File: src/rtl/seg7_pkg.sv
// Shared constants, hex segment table and display buffer type for the
// eight-digit seven-segment scanner.
package seg7_pkg;

  localparam int unsigned NUM_DIGITS = 8;
  localparam int unsigned SEG_W      = 7;
  localparam int unsigned NIB_W      = 4;
  localparam int unsigned IDX_W      = 3;
  localparam int unsigned CNT_W      = 16;

  localparam logic [SEG_W-1:0] SEG_OFF = 7'h7F;

  // Active-low {CA..CG} patterns for hex digits 0..F.
  localparam logic [SEG_W-1:0] HEX_LUT [16] = '{
    7'h01, 7'h4F, 7'h12, 7'h06, 7'h4C, 7'h24, 7'h20, 7'h0F,
    7'h00, 7'h04, 7'h08, 7'h60, 7'h31, 7'h42, 7'h30, 7'h38
  };

  typedef struct packed {
    logic [NUM_DIGITS*NIB_W-1:0] digits;
    logic [NUM_DIGITS-1:0]       en;
    logic [NUM_DIGITS-1:0]       dp;
  } disp_buf_t;

endpackage

File: src/rtl/seg7_hex_decode.sv
// Combinational nibble to active-low seven-segment pattern lookup.
module seg7_hex_decode
  import seg7_pkg::*;
(
  input  logic [3:0] nibble,
  output logic [6:0] seg_c
);

  assign seg_c = HEX_LUT[nibble];

endmodule

File: src/rtl/seg7_scanner.sv
// Time-multiplexed eight-digit seven-segment scanner with frame-synchronous
// double buffering. Define SEG7_SCANNER_BLANK_EN to blank the start of each slot.
module seg7_scanner
  import seg7_pkg::*;
#(
  parameter int unsigned PRESCALE     = 12500,
  parameter int unsigned BLANK_CYCLES = 64
) (
  input  logic        clk,
  input  logic        rstn,
  input  logic [31:0] i_digits,
  input  logic [7:0]  i_en,
  input  logic [7:0]  i_dp,
  input  logic        i_load,
  output logic [7:0]  AN,
  output logic [6:0]  Digits_Bits,
  output logic        DP,
  output logic        o_frame_start
);

  localparam logic [CNT_W-1:0] CNT_LAST = CNT_W'(PRESCALE - 1);
  localparam logic [IDX_W-1:0] IDX_LAST = IDX_W'(NUM_DIGITS - 1);

  logic [CNT_W-1:0]      cnt_q, cnt_d;
  logic [IDX_W-1:0]      idx_q, idx_d;
  disp_buf_t             pend_q, pend_d;
  disp_buf_t             act_q, act_d;
  logic                  pend_valid_q, pend_valid_d;
  logic [NUM_DIGITS-1:0] an_q, an_d;
  logic [SEG_W-1:0]      seg_q, seg_d;
  logic                  dp_q, dp_d;
  logic                  fs_q, fs_d;

  logic                  wrap_c;
  logic                  boundary_c;
  logic                  blank_c;
  logic                  lit_c;
  disp_buf_t             load_buf_c;
  logic [NIB_W-1:0]      nib_c;
  logic [SEG_W-1:0]      hex_c;

`ifdef SEG7_SCANNER_BLANK_EN
  assign blank_c = (cnt_q < CNT_W'(BLANK_CYCLES));
`else
  logic blank_cfg_unused_c;
  assign blank_cfg_unused_c = (BLANK_CYCLES != 0);
  assign blank_c            = 1'b0;
`endif

  // Slot timing: cnt walks the slot, idx advances on each slot wrap.
  always_comb begin
    wrap_c     = (cnt_q == CNT_LAST);
    boundary_c = wrap_c && (idx_q == IDX_LAST);
    cnt_d      = wrap_c ? '0 : cnt_q + CNT_W'(1);
    idx_d      = wrap_c ? idx_q + IDX_W'(1) : idx_q;
  end

  // Double buffer: loads land in pending, promoted only at a frame boundary.
  // A load on the boundary itself bypasses pending straight into active.
  always_comb begin
    load_buf_c.digits = i_digits;
    load_buf_c.en     = i_en;
    load_buf_c.dp     = i_dp;
    pend_d            = pend_q;
    pend_valid_d      = pend_valid_q;
    act_d             = act_q;
    if (i_load) begin
      pend_d       = load_buf_c;
      pend_valid_d = 1'b1;
    end
    if (boundary_c) begin
      pend_valid_d = 1'b0;
      if (i_load) begin
        act_d = load_buf_c;
      end else if (pend_valid_q) begin
        act_d = pend_q;
      end
    end
  end

  assign nib_c = act_q.digits[{idx_q, 2'b00} +: NIB_W];

  seg7_hex_decode u_hex_decode (
    .nibble (nib_c),
    .seg_c  (hex_c)
  );

  // Drive outputs for the current slot; they appear one cycle later.
  always_comb begin
    lit_c = act_q.en[idx_q] && !blank_c;
    an_d  = '1;
    seg_d = SEG_OFF;
    dp_d  = 1'b1;
    fs_d  = boundary_c;
    if (lit_c) begin
      an_d  = ~(NUM_DIGITS'(1) << idx_q);
      seg_d = hex_c;
      dp_d  = ~act_q.dp[idx_q];
    end
  end

  always_ff @(posedge clk or negedge rstn) begin
    if (!rstn) begin
      cnt_q        <= '0;
      idx_q        <= '0;
      pend_q       <= '0;
      act_q        <= '0;
      pend_valid_q <= 1'b0;
      an_q         <= '1;
      seg_q        <= SEG_OFF;
      dp_q         <= 1'b1;
      fs_q         <= 1'b0;
    end else begin
      cnt_q        <= cnt_d;
      idx_q        <= idx_d;
      pend_q       <= pend_d;
      act_q        <= act_d;
      pend_valid_q <= pend_valid_d;
      an_q         <= an_d;
      seg_q        <= seg_d;
      dp_q         <= dp_d;
      fs_q         <= fs_d;
    end
  end

  assign AN            = an_q;
  assign Digits_Bits   = seg_q;
  assign DP            = dp_q;
  assign o_frame_start = fs_q;

endmodule

File: config.mk
export PLATFORM = sky130hd
export DESIGN_NAME = seg7_scanner
export DESIGN_NICKNAME = d
export VERILOG_FILES = /design/src/rtl/seg7_pkg.sv /design/src/rtl/seg7_hex_decode.sv /design/src/rtl/seg7_scanner.sv
export SDC_FILE = /design/constraint.sdc
export NUM_CORES = 1
export LEC_CHECK = 0
export ABC_AREA = 1
export ABC_CLOCK_PERIOD_IN_PS = 3650
export CAP_MARGIN = 40
export CORE_MARGIN = 5
export CORE_UTILIZATION = 35
export DETAILED_ROUTE_END_ITERATION = 10
export PLACE_DENSITY = 0.58
export RECOVER_POWER = 25
export SKIP_CTS_REPAIR_TIMING = 1
export SLEW_MARGIN = 0
export SYNTH_ARGS = -nofsm -noshare
export SYNTH_HDL_FRONTEND = slang
export SYNTH_SLANG_ARGS = --single-unit
File: constraint.sdc
create_clock -name clk -period 3.65 [get_ports clk]
set_input_delay 0.73 -clock clk [delete_from_list [all_inputs] [get_ports clk]]
set_output_delay 0.73 -clock clk [all_outputs]
set_load 0.02 [all_outputs]
==> results of run 1 <==
## cell usage after synthesis (all sizes together) (2+ instances only)
master and number:
inv 63, nor2 35, ha 13, nor3 7, clkbuf 18, buf 24
xor2 7, dfstp 16, nand3 55, o21ai 19, nand2 327, o22ai 2
dfrtp 117, nand4 53
## layer usage
| metal | up-vias | wire [µm] | track usage, % | part of all wire (%) |
|---|---|---|---|---|
| li1 | 2525 | - | - | - |
| met1 | 2350 | 7170 | 20.9 | 50 |
| met2 | 79 | 6340 | 22.6 | 44 |
| met3 | 14 | 591 | 3.59 | 4.1 |
| met4 | 0 | 177 | 4.76 | 1.2 |
| met5 | - | 0 | 0 | 0 |
## worst max-delay path by stage
stage | from | to | slack, ps | depth (start not counted)
floorplan | idx_q[0]$_DFFE_PN0N_ | Digits_Bits[1]$_DFF_PN1_ | 1820 | 13
global placement | idx_q[1]$_DFFE_PN0N_ | Digits_Bits[1]$_DFF_PN1_ | 1410 | 10
detailed placement | idx_q[1]$_DFFE_PN0N_ | Digits_Bits[3]$_DFF_PN1_ | 1290 | 10
CTS | idx_q[1]$_DFFE_PN0N_ | Digits_Bits[3]$_DFF_PN1_ | 1270 | 10
global route | idx_q[1]$_DFFE_PN0N_ | Digits_Bits[3]$_DFF_PN1_ | 1010 | 10
finish | idx_q[1]$_DFFE_PN0N_ | Digits_Bits[3]$_DFF_PN1_ | 1250 | 10
## state kept, by name, indices dropped and copies added, names as in the netlist, 3 cells and up
| signal | count |
|---|---|
| act_q | 48 |
| AN | 8 |
| Digits_Bits | 7 |
| pend_q | 48 |
| cnt_q | 16 |
| idx_q | 3 |
## per-stage QoR
stage          hold slack [ps]  total power [mW]
2_1_floorplan              434              1.62
3_3_place_gp               454              1.73
3_5_place_dp               457              1.73
4_1_cts                    442              3.39
5_1_grt                    486              3.48
6_report                   459              3.34
## placed cells by master, fill, tap and decap left out, types with 13 or more instances in the layout
master           Yosys  layout
clkbuf_16            0      17
clkdlybuf4s50_1      0      65
dfrtp_1            117     117
dfstp_2             16      16
ha_1                13      13
inv_1               59      59
nand2_1            325     325
nand3_1             53      54
nand4_1             53      53
nor2_1              33      34
o21ai_0             13      13
## power by group
group          switching (mW)  internal (mW)  leakage (nW)  total [mW]
clock network           0.586           1.06         0.279        1.64
registers              0.0115           1.52          1.70        1.53
logic                  0.0959         0.0708          1.86       0.167
total                   0.694           2.65          3.84        3.34
## final cells by class
type,instances,share of cell area (%)
inverters,63,3.14
clock inverters,5,0.986
repair buffers,78,10.0
clock buffers,27,6.48
multi-input cells,524,31.7
flip-flops and latches,133,44.0
well taps,225,3.70
## worst max-delay path, delay by kind of cell (launching register included)
kind	cells	cell delay (ps)
AOI/OAI and AO/OA	1	370
and+or+nand+nor	6	560
adders and majority gates	1	220
DFF	1	650
buffers and inverters	2	510
## cell families after synthesis
group,after synthesis,share of synthesized area (%)
compound gates,21,1.85
simple gates,482,33.1
fa+ha+maj,13,2.61
flops,133,53.7
buf+inv,105,7.66
xor+xnor,8,1.12
==> flow_summary_export.csv, run 1 <==
group,metric,value,unit
yosys,synth-seq-cells,133,
yosys,syn_nets,826,
cells_and_area,area_growth,22.0,%
route,drc,0,
grt,globalRouteTotalUtil,14.8,%
sta,tightest_slew,1640,ps
route,wl_per_cell,13.5,µm
setup_path,timing.rr.start,"idx_q[1]$_DFFE_PN0N_",
power_and_ir_drop,p_leak,3.84,nW
route,drt-initial-drc-count,306,
yosys,async_reset_ff_share,100,%
cells_and_area,final_area,7610,µm²
setup_path,max_stage_delay,650,ps
run_status,outcome,"finished, violations left",
yosys,synthDistinctLibCells,31,
route,vias,4968,
sta,setup-tns-final,0,ps
min_path,worstHoldEndpoint,"cnt_q[0]$_DFF_PN0_",
sta,final_max_slew_viol_count,64,
setup_path,rrSetupSlack,1250,ps
clocking,cts_max_level,4,
floorplanning,pin_count,68,
yosys,synth-seq-area-share,53.7,%
route,drt-total-wl,14300,µm
route,ant_nets,0,
cells_and_area,final_util,43.7,%
sta,final.setup.worst_slack,1250,ps
grt,grt_pass1_vias,4948,
yosys,yosysWarnings,0,
floorplanning,die_height,144,µm
yosys,synth_top_area_cell,"dfrtp_1",
clocking,max-clock-path-buffers,2,
yosys,synthCells,762,
clocking,cts.sinks,133,
cells_and_area,drive_gt1_share,7.83,%
placed_design,hpwl,9490,µm
setup_path,required,3980,ps
clocking,cts_buffers,17,
clocking,path_clk_slew,60,ps
yosys,ys_top_cells_by_area,"dfrtp_1 47%, nand2_1 20%, dfstp_2 6.7%",
cells_and_area,multi_input_area,2410,µm²
sta,finalHoldViolCount,0,
setup_path,worstSetupPathType,"reg -> reg",
cells_and_area,layoutNonFillerInstCount,1055,
cells_and_area,fillers,1745,
sta,clock.fmax,417,MHz
sta,setup_viol,0,
yosys,synth.avg_cell_area,8.19,µm²
power_and_ir_drop,power_density,439,nW/µm²
placed_design,gp_congestion,0.842,
min_path,min_path_cells,1,
power_and_ir_drop,peakVddDrop,328,µV
floorplanning,rows,48,
sta,rsz0062_at_grt,"no",
clocking,tritoncts,"yes",
clocking,clock_latency,410,ps
floorplanning,die_x,144,µm
sta,skew,6.01,ps
setup_path,slowest_stage,"dfrtp_1",
cells_and_area,layout.nets,881,
grt,grt_pass1_wl,24500,µm
floorplanning,initial_utilization,35.8,%
sta,min_period,2400,ps
route,viasPerCell,4.71,
yosys,synthesis.area,6240,µm²
yosys,synth_top_area_share,46.9,%
setup_path,rr_worst_depth,10,
job,drv_cap,1,
setup_path,start_kind,"register",
min_path,min-delay-start,"cnt_q[0]$_DFF_PN0_",
placed_design,numPortBuffers,67,
clocking,root_buffer,"clkbuf_16",
placed_design,placed_area,7060,µm²
setup_path,crit_chain,"inv_1 -> nand3_1 -> nand2_1 -> o21ai_1 -> inv_1 -> ha_1 -> nand3_1 -> nand2_1 -> nand2_1 -> nand3_1",
setup_path,endpoint_kind,"register",
placed_design,pre_cts_ws,1290,ps
setup_path,arrival,2730,ps
cells_and_area,regArea,3350,µm²
grt,grt_overflow,0,
sta,relSlewSlack,-9.21,%
floorplanning,core_area,17400,µm²
grt,grt_antenna_before_repair,0,
min_path,hp-class,"reg -> reg",
placed_design,dpl.cell_count,1023,
sta,finalCritPeriodShare,65.7,%
floorplanning,die-area,20600,µm²
route,drtPass1Iterations,5,
cells_and_area,diodes,0,
setup_path,reg2reg_to,"Digits_Bits[3]$_DFF_PN1_",
grt,grt_start_max_net_pins,65,
setup_path,cp_max_fo,15,
yosys,synth_ff_type,"dfrtp_1",
yosys,synth_edf_count,0,
run_status,violations,"capacitance limit, slew limit",
Note: power is estimated with default switching activity, not from simulation.
==> run 2: changes to the inputs <==
--- a/config.mk
+++ b/config.mk
@@ -6,12 +6,12 @@
 export NUM_CORES = 1
 export LEC_CHECK = 0
 export ABC_AREA = 1
-export ABC_CLOCK_PERIOD_IN_PS = 3650
+export ABC_CLOCK_PERIOD_IN_PS = 2100
 export CAP_MARGIN = 40
 export CORE_MARGIN = 5
 export CORE_UTILIZATION = 35
 export DETAILED_ROUTE_END_ITERATION = 10
-export PLACE_DENSITY = 0.58
+export PLACE_DENSITY = 0.6
 export RECOVER_POWER = 25
 export SKIP_CTS_REPAIR_TIMING = 1
 export SLEW_MARGIN = 0
==> constraint.sdc (replaced) <==
create_clock -name clk -period 2.1 [get_ports clk]
set_input_delay 0.42 -clock clk [delete_from_list [all_inputs] [get_ports clk]]
set_output_delay 0.42 -clock clk [all_outputs]
set_load 0.02 [all_outputs]
==> run 2 against run 1 <==
Net effect:
- the run now ends clean
- die area is the same
- cell count grew 1.1%
- worst hold slack improved by 6.5 ps
- clock-buffer cell count decreased by 5
- critical path depth decreased by 9
- routed wire length is 1.0% lower
- critical path type is now reg -> out
==> flow_summary_export.csv, run 2 (synthesis results as in run 1) <==
group,metric,value,unit
clocking,clock_latency,420,ps
sta,setup-tns-final,0,ps
power_and_ir_drop,power_density,766,nW/µm²
sta,final_max_slew_viol_count,0,
cells_and_area,multi_input_area,2410,µm²
cells_and_area,regArea,3350,µm²
min_path,min-delay-start,"pend_q[21]$_DFFE_PN0P_",
sta,min_period,1970,ps
placed_design,gp_congestion,0.853,
grt,grt_overflow,0,
grt,grt_pass1_wl,24200,µm
route,wl_per_cell,13.2,µm
grt,grt_pass1_vias,4870,
power_and_ir_drop,pwr-share-comb,5.0,%
sta,clock.fmax,508,MHz
power_and_ir_drop,intPower,4.66,mW
setup_path,reg2reg_to,"Digits_Bits[6]$_DFF_PN1_",
cells_and_area,drive_gt1_share,9.50,%
floorplanning,rows,48,
route,drc,0,
power_and_ir_drop,power.total,5.93,mW
route,viasPerCell,4.63,
power_and_ir_drop,seqPwrFrac,45.0,%
route,vias,4942,
floorplanning,die_height,144,µm
min_path,worstHoldEndpoint,"pend_q[21]$_DFFE_PN0P_",
power_and_ir_drop,p_leak,3.91,nW
placed_design,numPortBuffers,67,
route,drt-initial-drc-count,355,
floorplanning,core_area,17400,µm²
route,drtPass1Iterations,5,
setup_path,crit_chain,"clkdlybuf4s50_1",
setup_path,cp.depth,1,
floorplanning,die_x,144,µm
setup_path,max_stage_delay,600,ps
sta,skew,10.7,ps
grt,globalRouteTotalUtil,14.6,%
clocking,path_clk_slew,60,ps
cells_and_area,fillers,1776,
placed_design,placed_area,7170,µm²
setup_path,start_kind,"register",
power_and_ir_drop,peakVddDrop,548,µV
cells_and_area,reg.largest.list,"act_q: 48 flops, pend_q: 48 flops, cnt_q: 16 flops",
cells_and_area,area_growth,24.0,%
sta,finalCritPeriodShare,93.7,%
placed_design,hpwl,9660,µm
clocking,tritoncts,"yes",
cells_and_area,final_area,7740,µm²
clocking,cts.sinks,133,
grt,grt_start_max_net_pins,49,
setup_path,rr_worst_depth,11,
cells_and_area,layout_common_cells,"325 x nand2_1, 117 x dfrtp_1, 65 x clkdlybuf4s50_1, 59 x inv_1, 54 x nand3_1",
setup_path,timing.rr.start,"idx_q[0]$_DFFE_PN0N_",
power_and_ir_drop,switching_power,1.26,mW
floorplanning,pin_count,68,
setup_path,required,1680,ps
grt,grt_antenna_before_repair,0,
cells_and_area,diodes,0,
setup_path,critPathBufInv,1,
clocking,cts_max_level,4,
sta,finalHoldViolCount,0,
clocking,root_buffer,"clkbuf_16",
min_path,min_path_cells,2,
floorplanning,die-area,20600,µm²
sta,rsz0062_at_grt,"no",
run_status,outcome,"completed",
power_and_ir_drop,sw_frac_of_total,21.3,%
sta,relSlewSlack,33.3,%
clocking,max-clock-path-buffers,2,
placed_design,pre_cts_ws,266,ps
floorplanning,initial_utilization,35.8,%
cells_and_area,final_common_cell,"nand2_1",
min_path,hp-class,"reg -> reg",
route,drt-total-wl,14100,µm
power_and_ir_drop,power_frac_clock,50.0,%
setup_path,cp_max_fo,1,
setup_path,rrSetupSlack,240,ps
setup_path,arrival,1550,ps
sta,tightest_slew,1000,ps
setup_path,crit_family,"buffers and inverters",
sta,setup_viol,0,
setup_path,worstSetupPathType,"reg -> out",
cells_and_area,layout.nets,893,
clocking,cts_buffers,17,
route,ant_nets,0,
setup_path,endpoint_kind,"output port",
sta,final.setup.worst_slack,132,ps
cells_and_area,final_util,44.4,%
setup_path,slowest_stage,"clkdlybuf4s50_1",
job,drv_cap,0,
==> run 2: cell types whose count changed in the layout (fill, tap and decap cells not counted), sizes merged <==
| cell | previous run | this run |
|---|---|---|
| buf | 11 | 21 |
| clkbuf | 29 | 25 |
| clkinv | 3 | 5 |
| clkinvlp | 0 | 2 |
| bufinv | 2 | 3 |
| dlygate4sd3 | 0 | 1 |
==> run 2: final cells by class <==
type | count | area share (%)
clock buffer | 22 | 5.87
multi-input combinational | 524 | 31.2
clock inverter | 10 | 1.68
tap | 225 | 3.64
timing repair buffer | 90 | 11.2
inverter | 63 | 3.09
sequential | 133 | 43.3
==> run 2: per-layer routing <==
metal | part of all wire, % | track usage (%)
met5 | 0 | 0
met4 | 0.90 | 3.42
met3 | 4.6 | 4.43
met2 | 44 | 21.6
met1 | 50 | 21.2
==> run 2: power by group through the flow <==
stage | sequential (mW) | combinational [mW] | clock (mW)
2_1_floorplan | 2.71 | 0.111 | 0
3_3_place_gp | 2.71 | 0.309 | 0
3_5_place_dp | 2.71 | 0.311 | 0
4_1_cts | 2.67 | 0.312 | 3.02
5_1_grt | 2.67 | 0.345 | 3.13
6_report | 2.67 | 0.298 | 2.96
==> run 2: through the flow <==
| stage | hold WS (ps) | instances |
|---|---|---|
| floorplan | 124 | 762 |
| global placement | 353 | 1034 |
| detailed placement | 355 | 1034 |
| CTS | -97.7 | 1066 |
| global route | 483 | 1067 |
| finish | 465 | 1067 |
==> run 2: worst max path at each step <==
stage,startpoint,to
after floorplan,idx_q[0]$_DFFE_PN0N_,Digits_Bits[1]$_DFF_PN1_
after global placement,idx_q[0]$_DFFE_PN0N_,Digits_Bits[6]$_DFF_PN1_
after detailed placement,idx_q[0]$_DFFE_PN0N_,Digits_Bits[6]$_DFF_PN1_
after CTS,AN[7]$_DFF_PN1_,AN[7]
after global routing,idx_q[0]$_DFFE_PN0N_,Digits_Bits[3]$_DFF_PN1_
final,AN[3]$_DFF_PN1_,AN[3]
